File: src/rtl/alu_pkg.sv
// Shared definitions for the iterative ALU sequencer.
// Holds opcode constants, datapath select encodings, FSM state encodings
// and a small opcode legality helper.
package alu_pkg;

    // Command-interface opcodes (1xx is illegal)
    localparam logic [2:0] OP_ADD = 3'b000;
    localparam logic [2:0] OP_SUB = 3'b001;
    localparam logic [2:0] OP_MUL = 3'b010;
    localparam logic [2:0] OP_DIV = 3'b011;

    // Datapath operation select encodings
    localparam logic [1:0] SEL_ADD = 2'b00;
    localparam logic [1:0] SEL_SUB = 2'b01;
    localparam logic [1:0] SEL_MUL = 2'b10;
    localparam logic [1:0] SEL_DIV = 2'b11;

    // Sequencer state encodings
    localparam logic [1:0] ST_IDLE = 2'b00;
    localparam logic [1:0] ST_LOAD = 2'b01;
    localparam logic [1:0] ST_EXEC = 2'b10;
    localparam logic [1:0] ST_DONE = 2'b11;

    // An opcode is legal only when its top bit is clear
    function automatic logic op_is_legal(input logic [2:0] op);
        return ~op[2];
    endfunction

endpackage

File: src/rtl/iter_counter.sv
// Loadable down-counter tracking the remaining MUL/DIV iterations.
// Ports:
//   clk, rst     clock, asynchronous active-high reset
//   clr_i        clear to zero (highest priority)
//   load_i       load load_val_i
//   load_val_i   value to load
//   dec_i        decrement by one
//   count_o      current count
//   is_one_o     count equals one (last iteration)
module iter_counter #(
    parameter int unsigned CNT_W = 4
) (
    input  logic             clk,
    input  logic             rst,
    input  logic             clr_i,
    input  logic             load_i,
    input  logic [CNT_W-1:0] load_val_i,
    input  logic             dec_i,
    output logic [CNT_W-1:0] count_o,
    output logic             is_one_o
);

    logic [CNT_W-1:0] cnt_q;
    logic [CNT_W-1:0] cnt_d;

    // Next count: clear beats load beats decrement
    always_comb begin
        cnt_d = cnt_q;
        if (clr_i) begin
            cnt_d = '0;
        end else if (load_i) begin
            cnt_d = load_val_i;
        end else if (dec_i) begin
            cnt_d = cnt_q - CNT_W'(1);
        end
    end

    always_ff @(posedge clk or posedge rst) begin
        if (rst) begin
            cnt_q <= '0;
        end else begin
            cnt_q <= cnt_d;
        end
    end

    assign count_o  = cnt_q;
    assign is_one_o = (cnt_q == CNT_W'(1));

endmodule

File: src/rtl/alu_sequencer.sv
// Control sequencer for the iterative ALU: accepts an operation request,
// issues load/compute strobes to the datapath and returns a one-cycle done
// pulse with an error flag (illegal opcode, divide by zero, abort).
// Optional feature macro: ALU_SEQ_ABORT_EN adds the abort input.
// Ports:
//   clk, rst       clock, asynchronous active-high reset
//   start          operation request, accepted only while ready
//   opcode         000 ADD, 001 SUB, 010 MUL, 011 DIV, 1xx illegal
//   divisor_zero   datapath flag, sampled in the LOAD cycle
//   abort          (ALU_SEQ_ABORT_EN only) terminate LOAD/EXEC with error
//   ready, busy    IDLE / non-IDLE indicators
//   load, compute  datapath strobes
//   select_op      datapath operation select
//   iter           remaining iterations during EXEC, else zero
//   done, error    completion pulse and its error flag
// All outputs are decoded from registered state only.
module alu_sequencer
    import alu_pkg::*;
#(
    parameter int unsigned DATA_W = 8
) (
    input  logic                         clk,
    input  logic                         rst,
    input  logic                         start,
    input  logic [2:0]                   opcode,
    input  logic                         divisor_zero,
`ifdef ALU_SEQ_ABORT_EN
    input  logic                         abort,
`endif
    output logic                         ready,
    output logic                         busy,
    output logic                         load,
    output logic                         compute,
    output logic [1:0]                   select_op,
    output logic [$clog2(DATA_W+1)-1:0]  iter,
    output logic                         done,
    output logic                         error
);

    localparam int unsigned CNT_W = $clog2(DATA_W + 1);

    logic [1:0]       state_q, state_d;
    logic [1:0]       op_q, op_d;
    logic             err_q, err_d;
    logic             cnt_clr, cnt_load, cnt_dec;
    logic [CNT_W-1:0] cnt;
    logic             cnt_is_one;
    logic             abort_w;

`ifdef ALU_SEQ_ABORT_EN
    assign abort_w = abort;
`else
    assign abort_w = 1'b0;
`endif

    // Next-state and counter control
    always_comb begin
        state_d  = state_q;
        op_d     = op_q;
        err_d    = err_q;
        cnt_clr  = 1'b0;
        cnt_load = 1'b0;
        cnt_dec  = 1'b0;
        case (state_q)
            ST_IDLE: begin
                if (start) begin
                    op_d = opcode[1:0];
                    if (op_is_legal(opcode)) begin
                        err_d   = 1'b0;
                        state_d = ST_LOAD;
                    end else begin
                        err_d   = 1'b1;
                        state_d = ST_DONE;
                    end
                end
            end
            ST_LOAD: begin
                if (abort_w) begin
                    err_d   = 1'b1;
                    cnt_clr = 1'b1;
                    state_d = ST_DONE;
                end else begin
                    case (op_q)
                        SEL_MUL: begin
                            cnt_load = 1'b1;
                            state_d  = ST_EXEC;
                        end
                        SEL_DIV: begin
                            // Zero divisor skips the iterations entirely
                            if (divisor_zero) begin
                                err_d   = 1'b1;
                                state_d = ST_DONE;
                            end else begin
                                cnt_load = 1'b1;
                                state_d  = ST_EXEC;
                            end
                        end
                        default: state_d = ST_DONE;
                    endcase
                end
            end
            ST_EXEC: begin
                if (abort_w) begin
                    err_d   = 1'b1;
                    cnt_clr = 1'b1;
                    state_d = ST_DONE;
                end else begin
                    cnt_dec = 1'b1;
                    if (cnt_is_one) begin
                        state_d = ST_DONE;
                    end
                end
            end
            ST_DONE: state_d = ST_IDLE;
            default: state_d = ST_IDLE;
        endcase
    end

    always_ff @(posedge clk or posedge rst) begin
        if (rst) begin
            state_q <= ST_IDLE;
            op_q    <= SEL_ADD;
            err_q   <= 1'b0;
        end else begin
            state_q <= state_d;
            op_q    <= op_d;
            err_q   <= err_d;
        end
    end

    iter_counter #(
        .CNT_W (CNT_W)
    ) u_iter_counter (
        .clk        (clk),
        .rst        (rst),
        .clr_i      (cnt_clr),
        .load_i     (cnt_load),
        .load_val_i (CNT_W'(DATA_W)),
        .dec_i      (cnt_dec),
        .count_o    (cnt),
        .is_one_o   (cnt_is_one)
    );

    // Output decode from registered state
    assign ready     = (state_q == ST_IDLE);
    assign busy      = (state_q != ST_IDLE);
    assign load      = (state_q == ST_LOAD);
    assign compute   = (state_q == ST_EXEC);
    assign done      = (state_q == ST_DONE);
    assign error     = (state_q == ST_DONE) && err_q;
    assign select_op = (state_q == ST_IDLE) ? SEL_ADD : op_q;
    assign iter      = (state_q == ST_EXEC) ? cnt : '0;

endmodule

File: config.mk
export PLATFORM = sky130hd
export DESIGN_NAME = alu_sequencer
export DESIGN_NICKNAME = d
export VERILOG_FILES = /design/src/rtl/alu_pkg.sv /design/src/rtl/iter_counter.sv /design/src/rtl/alu_sequencer.sv
export SDC_FILE = /design/constraint.sdc
export NUM_CORES = 1
export LEC_CHECK = 0
export CORE_MARGIN = 10
export CORE_UTILIZATION = 35
export CTS_CLUSTER_DIAMETER = 50
export DETAILED_ROUTE_END_ITERATION = 12
export GPL_TIMING_DRIVEN = 0
export MAX_ROUTING_LAYER = met4
export PLACE_DENSITY = 0.75
export SYNTH_ARGS = -nofsm -noshare
export SYNTH_HDL_FRONTEND = slang
export SYNTH_SLANG_ARGS = --single-unit
export TNS_END_PERCENT = 30
File: constraint.sdc
create_clock -name clk -period 3.41 [get_ports clk]
set_input_delay 0.682 -clock clk [delete_from_list [all_inputs] [get_ports clk]]
set_output_delay 0.682 -clock clk [all_outputs]
set_load 0.02 [all_outputs]
==> summary.md, run 1 <==
| Metric | Value |
|---|---|
| Core ar. | `0.00156 mm2` |
| Area leader, netlist | `dfrtp_1` |
| Die height | `61.5 um` |
| Buffer count from post-CTS setup fixing | `0` |
| Count of input and output buffers | `18` |
| Final WS setup | `526 ps` |
| Max Freq | `0.347 GHz` |
| Lkg Pwr | `0.369 nW` |
| Finished Layout Cells | `100` |
| Worst stage delay on the critical path | `600 ps` |
| Total GRT Usage | `0.0812` |
| Crit path arrival time | `2200 ps` |
| Antenna violations before repair | `0` |
| Hold Path Sink | `op_q[1]$_DFFE_PP0P_` |
| WS Path Type | `reg -> out` |
| CTS tree | `done` |
| Drt first pass iters | `4` |
| H-tree depth | `1` |
| CTS Hold Bufs | `0` |
| Most instantiated cells after synthesis | `dfrtp_1, inv_1, ha_1` |
| WP data required | `2730 ps` |
| Register area share after synthesis | `0.374` |
| Clk Latency, worst-skew pair | `250 ps` |
| Yosys top cell area share | `0.374` |
| Gpl congestion | `0.756` |
| Post-synth EDFFs | `0` |
| Slew Limit Fails | `0` |
| Slew HR | `0.736` |
| Post_cts resized | `0` |
| Count of cell types in the netlist | `28` |
| Total grt overflow | `0` |
| R2r startpoint | `u_iter_counter.count_o[1]$_DFFE_PP0P_` |
| Largest cells by area after synthesis | `dfrtp_1, ha_1, inv_1, and2_1, mux2_2` |
| CP Max Fanout | `10` |
| Vias per std cell | `5.06` |
| Critical path launch point type | `flip-flop` |
| Die W | `61.5 um` |
| Hold depth | `1` |
| Worst Reg-to-Reg Cells | `5` |
| RSZ-0062 raised after global routing | `no` |
| R2r setup slk | `1780 ps` |
| Tmin final | `2880 ps` |
| Most frequent cell after synthesis | `dfrtp_1` |
| First-pass GRT wire length | `2.22 mm` |
| Hpwl dp | `1.08 mm` |
| Pwr dens | `1000 mW/mm2` |
| Outcome | `finished clean` |
| Wirelength, routed | `1.34 mm` |
| Drt drc | `0` |
| Num rows | `14` |
| Cell count after synthesis | `62` |
| Nets | `98` |
| FF-to-FF End | `state_q[1]$_DFFE_PP0P_` |
| Final worst path period share | `0.846` |
| Sum Neg Setup Slack | `0 ps` |
| Initial Utilization | `0.386` |
| DP Cell Count | `96` |
| Iter 0 DRT Violations | `11` |
| Final Hold Fails | `0` |
| Routed vias | `506` |
| # IOs | `19` |
| Least-Margin Pin Slew | `396 ps` |
| Hold WC Path Type | `reg -> reg` |
| Detail Route Antenna Nets | `0` |
| Layout cells sized above 1 | `0.107` |
| Synth Net Count | `75` |
| Synth async-reset ratio | `1.00` |
| #FFs+latches synth | `9` |
| Max VDD drop | `0.446 mV` |
| CP Cell Sequence | `inv_1, ha_1, clkbuf_1, and2_2, clkdlybuf4s50_1` |
| Setup crit end kind | `primary output` |
| Largest net degree at the start of global routing | `11` |
| Syn_area_per_cell | `9.71 um2` |
| Vias in the first global route | `491` |
| Netlist Area Pre-Place | `602 um2` |
| Ys Warns | `0` |
| # diodes | `0` |
| Clock slew at reported path FFs | `60 ps` |
| Routed len/inst | `13.4 um` |
| DIE AREA | `0.00378 mm2` |
| HP Start | `op_q[1]$_DFFE_PP0P_` |
| Area grow syn2layout | `37.6%` |
| CTS sink count | `9` |
| Placed cell areas | `802 um2` |
| Max Cap Viol | `0` |
| DP Worst Slack | `795 ps` |
| CTS Buf Count | `3` |
| Final setup vio count | `0` |
| Slowest stage cell, crit path | `clkdlybuf4s50_1` |
| Clk root buf | `clkbuf_4` |
| Synth Flop Type | `dfrtp_1` |
| Clock Tree Buf Depth | `2` |
| Worst Skew | `1.19 ps` |
| Finished Cell Area | `828 um2` |
==> placed cells by master (no fill, tap or decap) <==
cell             Yosys  routed
nand3b_1             1       1
a21bo_2              1       1
nand2_1              2       2
or3_1                1       1
o21ai_0              2       2
clkdlybuf4s50_1      0      18
clkbuf_4             0       3
dfrtp_1              9       9
or3b_4               1       1
nand2b_1             2       2
xor2_1               1       1
nor2b_1              2       2
inv_1                7       7
xnor2_1              2       2
a22o_2               1       1
a311oi_1             1       1
mux2_2               2       2
a211oi_1             1       1
a2bb2oi_1            2       2
a22oi_1              2       2
nor4b_1              1       1
and2_2               1       1
nand3_1              1       1
ha_1                 6       6
and2_1               4       4
a21oi_1              1       1
nor2_1               5       5
clkbuf_1             1       2
mux2i_1              1       1
and3_1               1       1
==> where the power goes <==
part | switching (mW) | leakage (nW) | internal (mW)
Clock | 0.0369 | 0.0150 | 0.0451
Combinational | 0.269 | 0.250 | 0.269
Sequential | 0.0504 | 0.104 | 0.161
Total | 0.356 | 0.369 | 0.475
==> stage by stage <==
| stage | utilization | total power [mW] | hold WS, ps |
|---|---|---|---|
| 6_report | 0.531 | 0.831 | 553 |
| 4_1_cts | 0.531 | 0.847 | 553 |
| 3_5_place_dp | 0.514 | 0.758 | 534 |
| 5_1_grt | 0.531 | 0.914 | 590 |
| 2_1_floorplan | - | 0.561 | 505 |
| 3_3_place_gp | 0.514 | 0.749 | 530 |
==> worst max-delay path, delay by kind of cell (launching register included) <==
family | cells | cell delay, ps
buffers and inverters | 3 | 1080
DFF | 1 | 400
adders and majority gates | 1 | 270
and+or+nand+nor | 1 | 210
==> cell type report <==
cell class                      count  area (um2)
Fill cell                         148         731
Inverter                            7        26.3
Buffer                              1        3.75
Multi-Input combinational cell     45         347
Clock buffer                        4        26.3
Timing Repair Buffer               18         180
Tap cell                           16        20.0
Sequential cell                     9         225
==> flip-flops by register name, indices dropped and copies added (netlist names) <==
register	cells
u_iter_counter.count_o	4
op_q	2
state_q	2
err_q	1
==> how the worst max path moves through the flow <==
stage / start / to / slack (ps) / cells after the start
6_report: state_q[0]$_DFFE_PP0P_ / iter[3] / 530 / 5
5_1_grt: state_q[0]$_DFFE_PP0P_ / iter[3] / 390 / 5
4_1_cts: state_q[0]$_DFFE_PP0P_ / iter[3] / 500 / 5
3_5_place_dp: state_q[0]$_DFFE_PP0P_ / iter[3] / 790 / 5
3_3_place_gp: state_q[0]$_DFFE_PP0P_ / iter[3] / 820 / 5
2_1_floorplan: state_q[0]$_DFFE_PP0P_ / iter[0] / 1350 / 4
==> cell families (layout without fill, tap and decap cells) <==
family,Yosys count,after routing,synth area share
AO/OA/AOI/OAI,11,11,0.139
XOR/XNOR,3,3,0.0437
adder cells (fa/ha/maj),6,6,0.125
buffers and inverters,8,30,0.0499
flip-flops,9,9,0.374
multiplexers,3,3,0.0541
AND/OR/NAND/NOR,22,22,0.214
==> layer usage <==
| metal | global-route usage | vias to the layer above | part of all wire | wire length (um) |
|---|---|---|---|---|
| li1 | - | 255 | - | - |
| met1 | 0.0914 | 239 | 0.44 | 593 |
| met2 | 0.129 | 10 | 0.52 | 690 |
| met3 | 0.0185 | 2 | 0.032 | 43 |
| met4 | 0.0478 | 0 | 0.0090 | 12 |
| met5 | - | - | 0 | 0 |
(Power assumes the default switching activity.)
==> inputs of run 2 (changes only) <==
Clock period 3.41 ns to 2.9 ns, I/O delays scaled along.
==> run 2 against run 1 <==
Net effect: clock skew about the same; via count increased by 0.40%; clock power increased by 18%; sequential cell count unchanged; setup slack got worse by 270 ps; sequential power increased by 18%; non-clock buffer count unchanged; die area unchanged; critical endpoint unchanged.
==> summary.md, run 2 (same netlist as run 1, synthesis figures left out) <==
| Metric | Value |
|---|---|
| Finished Cell Area | `830 um2` |
| Antenna violations before repair | `0` |
| Pwr dens | `1180 mW/mm2` |
| Core ar. | `0.00156 mm2` |
| # IOs | `19` |
| Max VDD drop | `0.526 mV` |
| CTS tree | `done` |
| Detail Route Antenna Nets | `0` |
| Final Power | `981 uW` |
| Final core occ | `0.532` |
| Least-Margin Pin Slew | `341 ps` |
| Most common cell after layout, fill and taps aside | `clkdlybuf4s50_1` |
| Max FFs per register | `4` |
| Worst hold slack | `553 ps` |
| Fill count | `149` |
| CTS sink count | `9` |
| Slew HR | `0.770` |
| Num rows | `14` |
| Tmin final | `2650 ps` |
| Crit path arrival time | `2070 ps` |
| Count of input and output buffers | `18` |
| Final setup vio count | `0` |
| First-pass GRT wire length | `2.22 mm` |
| WS Path Type | `reg -> out` |
| Drt first pass iters | `4` |
| Total grt overflow | `0` |
| CTS Buf Count | `3` |
| Die height | `61.5 um` |
| Max Freq | `0.378 GHz` |
| Setup crit end kind | `primary output` |
| Area grow syn2layout | `37.8%` |
| Sum Neg Setup Slack | `0 ps` |
| Worst Skew | `1.58 ps` |
| Vias in the first global route | `491` |
| Max Cap Viol | `0` |
| Routed vias | `508` |
| Slew Limit Fails | `0` |
| Clock slew at reported path FFs | `60 ps` |
| Gpl congestion | `0.756` |
| DIE AREA | `0.00378 mm2` |
| # diodes | `0` |
| Hold WC Path Type | `reg -> reg` |
| Clk Latency, worst-skew pair | `250 ps` |
| RSZ-0062 raised after global routing | `no` |
| CP Max Fanout | `10` |
| Layout cells sized above 1 | `0.119` |
| Hpwl dp | `1.08 mm` |
| Clock Tree Buf Depth | `2` |
| Final worst path period share | `0.912` |
| Vias per std cell | `5.08` |
| Routed len/inst | `13.6 um` |
| Most frequent cells in the layout | `clkdlybuf4s50_1, dfrtp_1, inv_1, ha_1, nor2_1` |
| Largest net degree at the start of global routing | `11` |
| H-tree depth | `1` |
| Clk root buf | `clkbuf_4` |
| Total GRT Usage | `0.0812` |
| Initial Utilization | `0.386` |
| Final Hold Fails | `0` |
| Lkg Pwr | `0.372 nW` |
| WP data required | `2320 ps` |
| Nets | `98` |
| Wirelength, routed | `1.36 mm` |
| Drt drc | `0` |
| Placed cell areas | `802 um2` |
| Die W | `61.5 um` |
| Outcome | `finished clean` |
| Critical path launch point type | `flip-flop` |
| Iter 0 DRT Violations | `20` |
==> run 2: cell counts in the layout (fill, tap and decap cells not counted) <==
No cell type changed its count.
==> run 2: worst max-delay path: stages, from the launching register on <==
cell and delay, ps:
dfrtp_1 400, inv_1 120, ha_1 270, clkbuf_2 250
and2_2 170, clkdlybuf4s50_1 600
==> run 2: repair_timing <==
action | 4_1_cts | 5_1_grt
buffers inserted | 0 | 0
gates resized for setup | 0 | 2
endpoints found under the setup margin | 0 | 3
hold buffers | 0 | 0
==> run 2: worst paths after layout <==
kind,cells past startpoint,startpoint,endpoint,slack [ps]
max,5,state_q[0]$_DFFE_PP0P_,iter[3],250
max in group asynchronous,2,rst,err_q$_DFFE_PP0P_,2060
min reg2reg,1,op_q[1]$_DFFE_PP0P_,op_q[1]$_DFFE_PP0P_,550
min in group asynchronous,2,rst,u_iter_counter.count_o[1]$_DFFE_PP0P_,580
max reg2reg,5,u_iter_counter.count_o[1]$_DFFE_PP0P_,state_q[1]$_DFFE_PP0P_,1270
min,1,op_q[1]$_DFFE_PP0P_,op_q[1]$_DFFE_PP0P_,550
==> run 2: routing by layer <==
| metal | vias up | wire [um] | global-route usage |
|---|---|---|---|
| met3 | 2 | 42 | 0.0185 |
| li1 | 255 | - | - |
| met4 | 0 | 12 | 0.0478 |
| met5 | - | 0 | - |
| met2 | 9 | 702 | 0.129 |
| met1 | 242 | 600 | 0.0914 |
==> run 2: through the flow <==
step	setup WS [ps]	std cells
after CTS	92.3	100
after floorplan	938	62
after global routing	122	100
after detailed placement	387	96
after global placement	416	96
final	254	100
==> run 2: power breakdown <==
group	leakage, nW	internal (mW)	switching [mW]	total, mW
registers	0.104	0.189	0.0603	0.249
clock network	0.0150	0.0530	0.0434	0.0964
logic	0.253	0.318	0.318	0.635
total	0.372	0.560	0.421	0.981
==> run 2: cell type report <==
type	count	area, um2	share of cell area
Multi-Input combinational cell	45	347	0.418
Timing Repair Buffer	18	180	0.217
Inverter	7	26.3	0.0317
Tap cell	16	20.0	0.0241
Buffer	1	5.00	0.00603
Clock buffer	4	26.3	0.0317
Sequential cell	9	225	0.271
==> inputs of run 3 (changes only) <==
Settings changed: DONT_BUFFER_PORTS set to 1, HOLD_SLACK_MARGIN set to 0.05, PLACE_DENSITY 0.75 to 0.61.
==> run 3 against run 2 <==
Net effect: non-clock buffer count shrank 18; critical path type unchanged; sequential share of layout area increased by 7.6 points; largest power group unchanged; global-route usage down 0.14 points; setup slack gained 180 ps; final cell count shrank 18%.
==> summary.md, run 3 (same netlist as run 1, synthesis figures left out) <==
| Metric | Value |
|---|---|
| DP Worst Slack | `731 ps` |
| WP data required | `2320 ps` |
| Slew Limit Fails | `0` |
| R2r startpoint | `state_q[1]$_DFFE_PP0P_` |
| Least-Margin Pin Slew | `482 ps` |
| Post_cts resized | `0` |
| Worst hold slack | `175 ps` |
| Routed vias | `459` |
| Gpl congestion | `0.761` |
| CTS sink count | `9` |
| Hold WC Path Type | `in -> async` |
| # IOs | `19` |
| Finished Layout Cells | `82` |
| Die W | `61.5 um` |
| CTS tree | `done` |
| Sum Neg Setup Slack | `0 ps` |
| Drt drc | `0` |
| CP top delay family | `buffers and inverters` |
| CP Buf/Inv Count | `2` |
| Routed len/inst | `16.2 um` |
| Final Power | `834 uW` |
| Layout cells sized above 1 | `0.136` |
| GR Util met3 | `0.0494` |
| Core ar. | `0.00156 mm2` |
| Top Usage Layer GRT | `met2` |
| Num rows | `14` |
| CTS Hold Bufs | `0` |
| Most frequent cells in the layout | `dfrtp_1, inv_1, ha_1, nor2_1, and2_1` |
| H-tree depth | `1` |
| Pwr dens | `1290 mW/mm2` |
| Outcome | `finished clean` |
| Largest net degree at the start of global routing | `11` |
| Grt met2 use | `0.127` |
| Worst Reg-to-Reg Cells | `5` |
| CTS Buf Count | `3` |
| Buffer count from post-CTS setup fixing | `0` |
| # diodes | `0` |
| Iter 0 DRT Violations | `4` |
| CP Cell Sequence | `inv_1, ha_1, clkbuf_1, and2_1` |
| Nets | `80` |
| Count of input and output buffers | `0` |
| Vias in the first global route | `456` |
| Total GRT Usage | `0.0798` |
| Clk root buf | `clkbuf_4` |
| Slowest stage cell, crit path | `ha_1` |
| Tmin final | `2460 ps` |
| Clk Latency, worst-skew pair | `260 ps` |
| Detail Route Antenna Nets | `0` |
| Register area | `225 um2` |
| DIE AREA | `0.00378 mm2` |
| Critical path launch point type | `flip-flop` |
| Final Hold Fails | `0` |
| Drt first pass iters | `3` |
| Die height | `61.5 um` |
| Initial Utilization | `0.386` |
| Total grt overflow | `0` |
| Final worst path period share | `0.849` |
| Max FFs per register | `4` |
| Worst Skew | `5.11 ps` |
| Clock Tree Buf Depth | `2` |
| Multi-input logic area | `347 um2` |
| Most common cell after layout, fill and taps aside | `dfrtp_1` |
| CP Max Fanout | `10` |
| FF-to-FF End | `state_q[1]$_DFFE_PP0P_` |
| Fill count | `158` |
| Worst stage delay on the critical path | `410 ps` |
| Max VDD drop | `0.398 mV` |
| Final WS setup | `439 ps` |
| Max Cap Viol | `0` |
| Antenna violations before repair | `0` |
| Crit path arrival time | `1880 ps` |
| Slew HR | `0.679` |
| First-pass GRT wire length | `2.17 mm` |
| RSZ-0062 raised after global routing | `no` |
| Setup crit end kind | `primary output` |
| Vias per std cell | `5.60` |
| Max Freq | `0.406 GHz` |
| Grt met1 use | `0.0819` |
| R2r setup slk | `1140 ps` |
| Hpwl dp | `1.04 mm` |
| Lkg Pwr | `0.302 nW` |
| WS Path Type | `reg -> out` |
| Wirelength, routed | `1.33 mm` |
| DP Cell Count | `78` |
| Clock slew at reported path FFs | `60 ps` |
| Area grow syn2layout | `7.69%` |
| Final setup vio count | `0` |
[run 3: cell types whose count changed in the layout (fill, tap and decap cells not counted)]
cell,before,now
clkbuf_2,1,0
clkbuf_1,1,2
clkdlybuf4s50_1,18,0
[run 3: routing by layer]
layer,up-vias,share of wire
met1,225,0.39
met2,12,0.50
li1,220,-
met4,0,0.0045
met5,-,0
met3,2,0.10
[run 3: worst max path at each step]
stage / from / end / slack, ps / cells past startpoint
3_3_place_gp: state_q[0]$_DFFE_PP0P_ / iter[2] / 730 / 4
2_1_floorplan: state_q[0]$_DFFE_PP0P_ / iter[0] / 940 / 4
5_1_grt: state_q[0]$_DFFE_PP0P_ / iter[2] / 310 / 4
6_report: state_q[0]$_DFFE_PP0P_ / iter[2] / 440 / 4
4_1_cts: state_q[0]$_DFFE_PP0P_ / iter[1] / 440 / 4
3_5_place_dp: state_q[0]$_DFFE_PP0P_ / iter[1] / 730 / 4
[run 3: power by group]
part	total (mW)	leakage (nW)	switching [mW]	internal [mW]
registers	0.251	0.104	0.0613	0.189
logic	0.487	0.183	0.298	0.189
clock network	0.0963	0.0150	0.0434	0.0530
[run 3: through the flow]
stage | utilization | cell area (um2)
final | 0.416 | 648
after floorplan | - | 602
after global routing | 0.416 | 648
after detailed placement | 0.399 | 622
after global placement | 0.399 | 622
after CTS | 0.416 | 648
[run 3: area by class of cell]
| class | instances | share of cell area |
|---|---|---|
| buffer | 1 | 0.00579 |
| clock buffer | 4 | 0.0405 |
| inverter | 7 | 0.0405 |
| multi-input combinational | 45 | 0.535 |
| sequential | 9 | 0.347 |
| tap | 16 | 0.0309 |
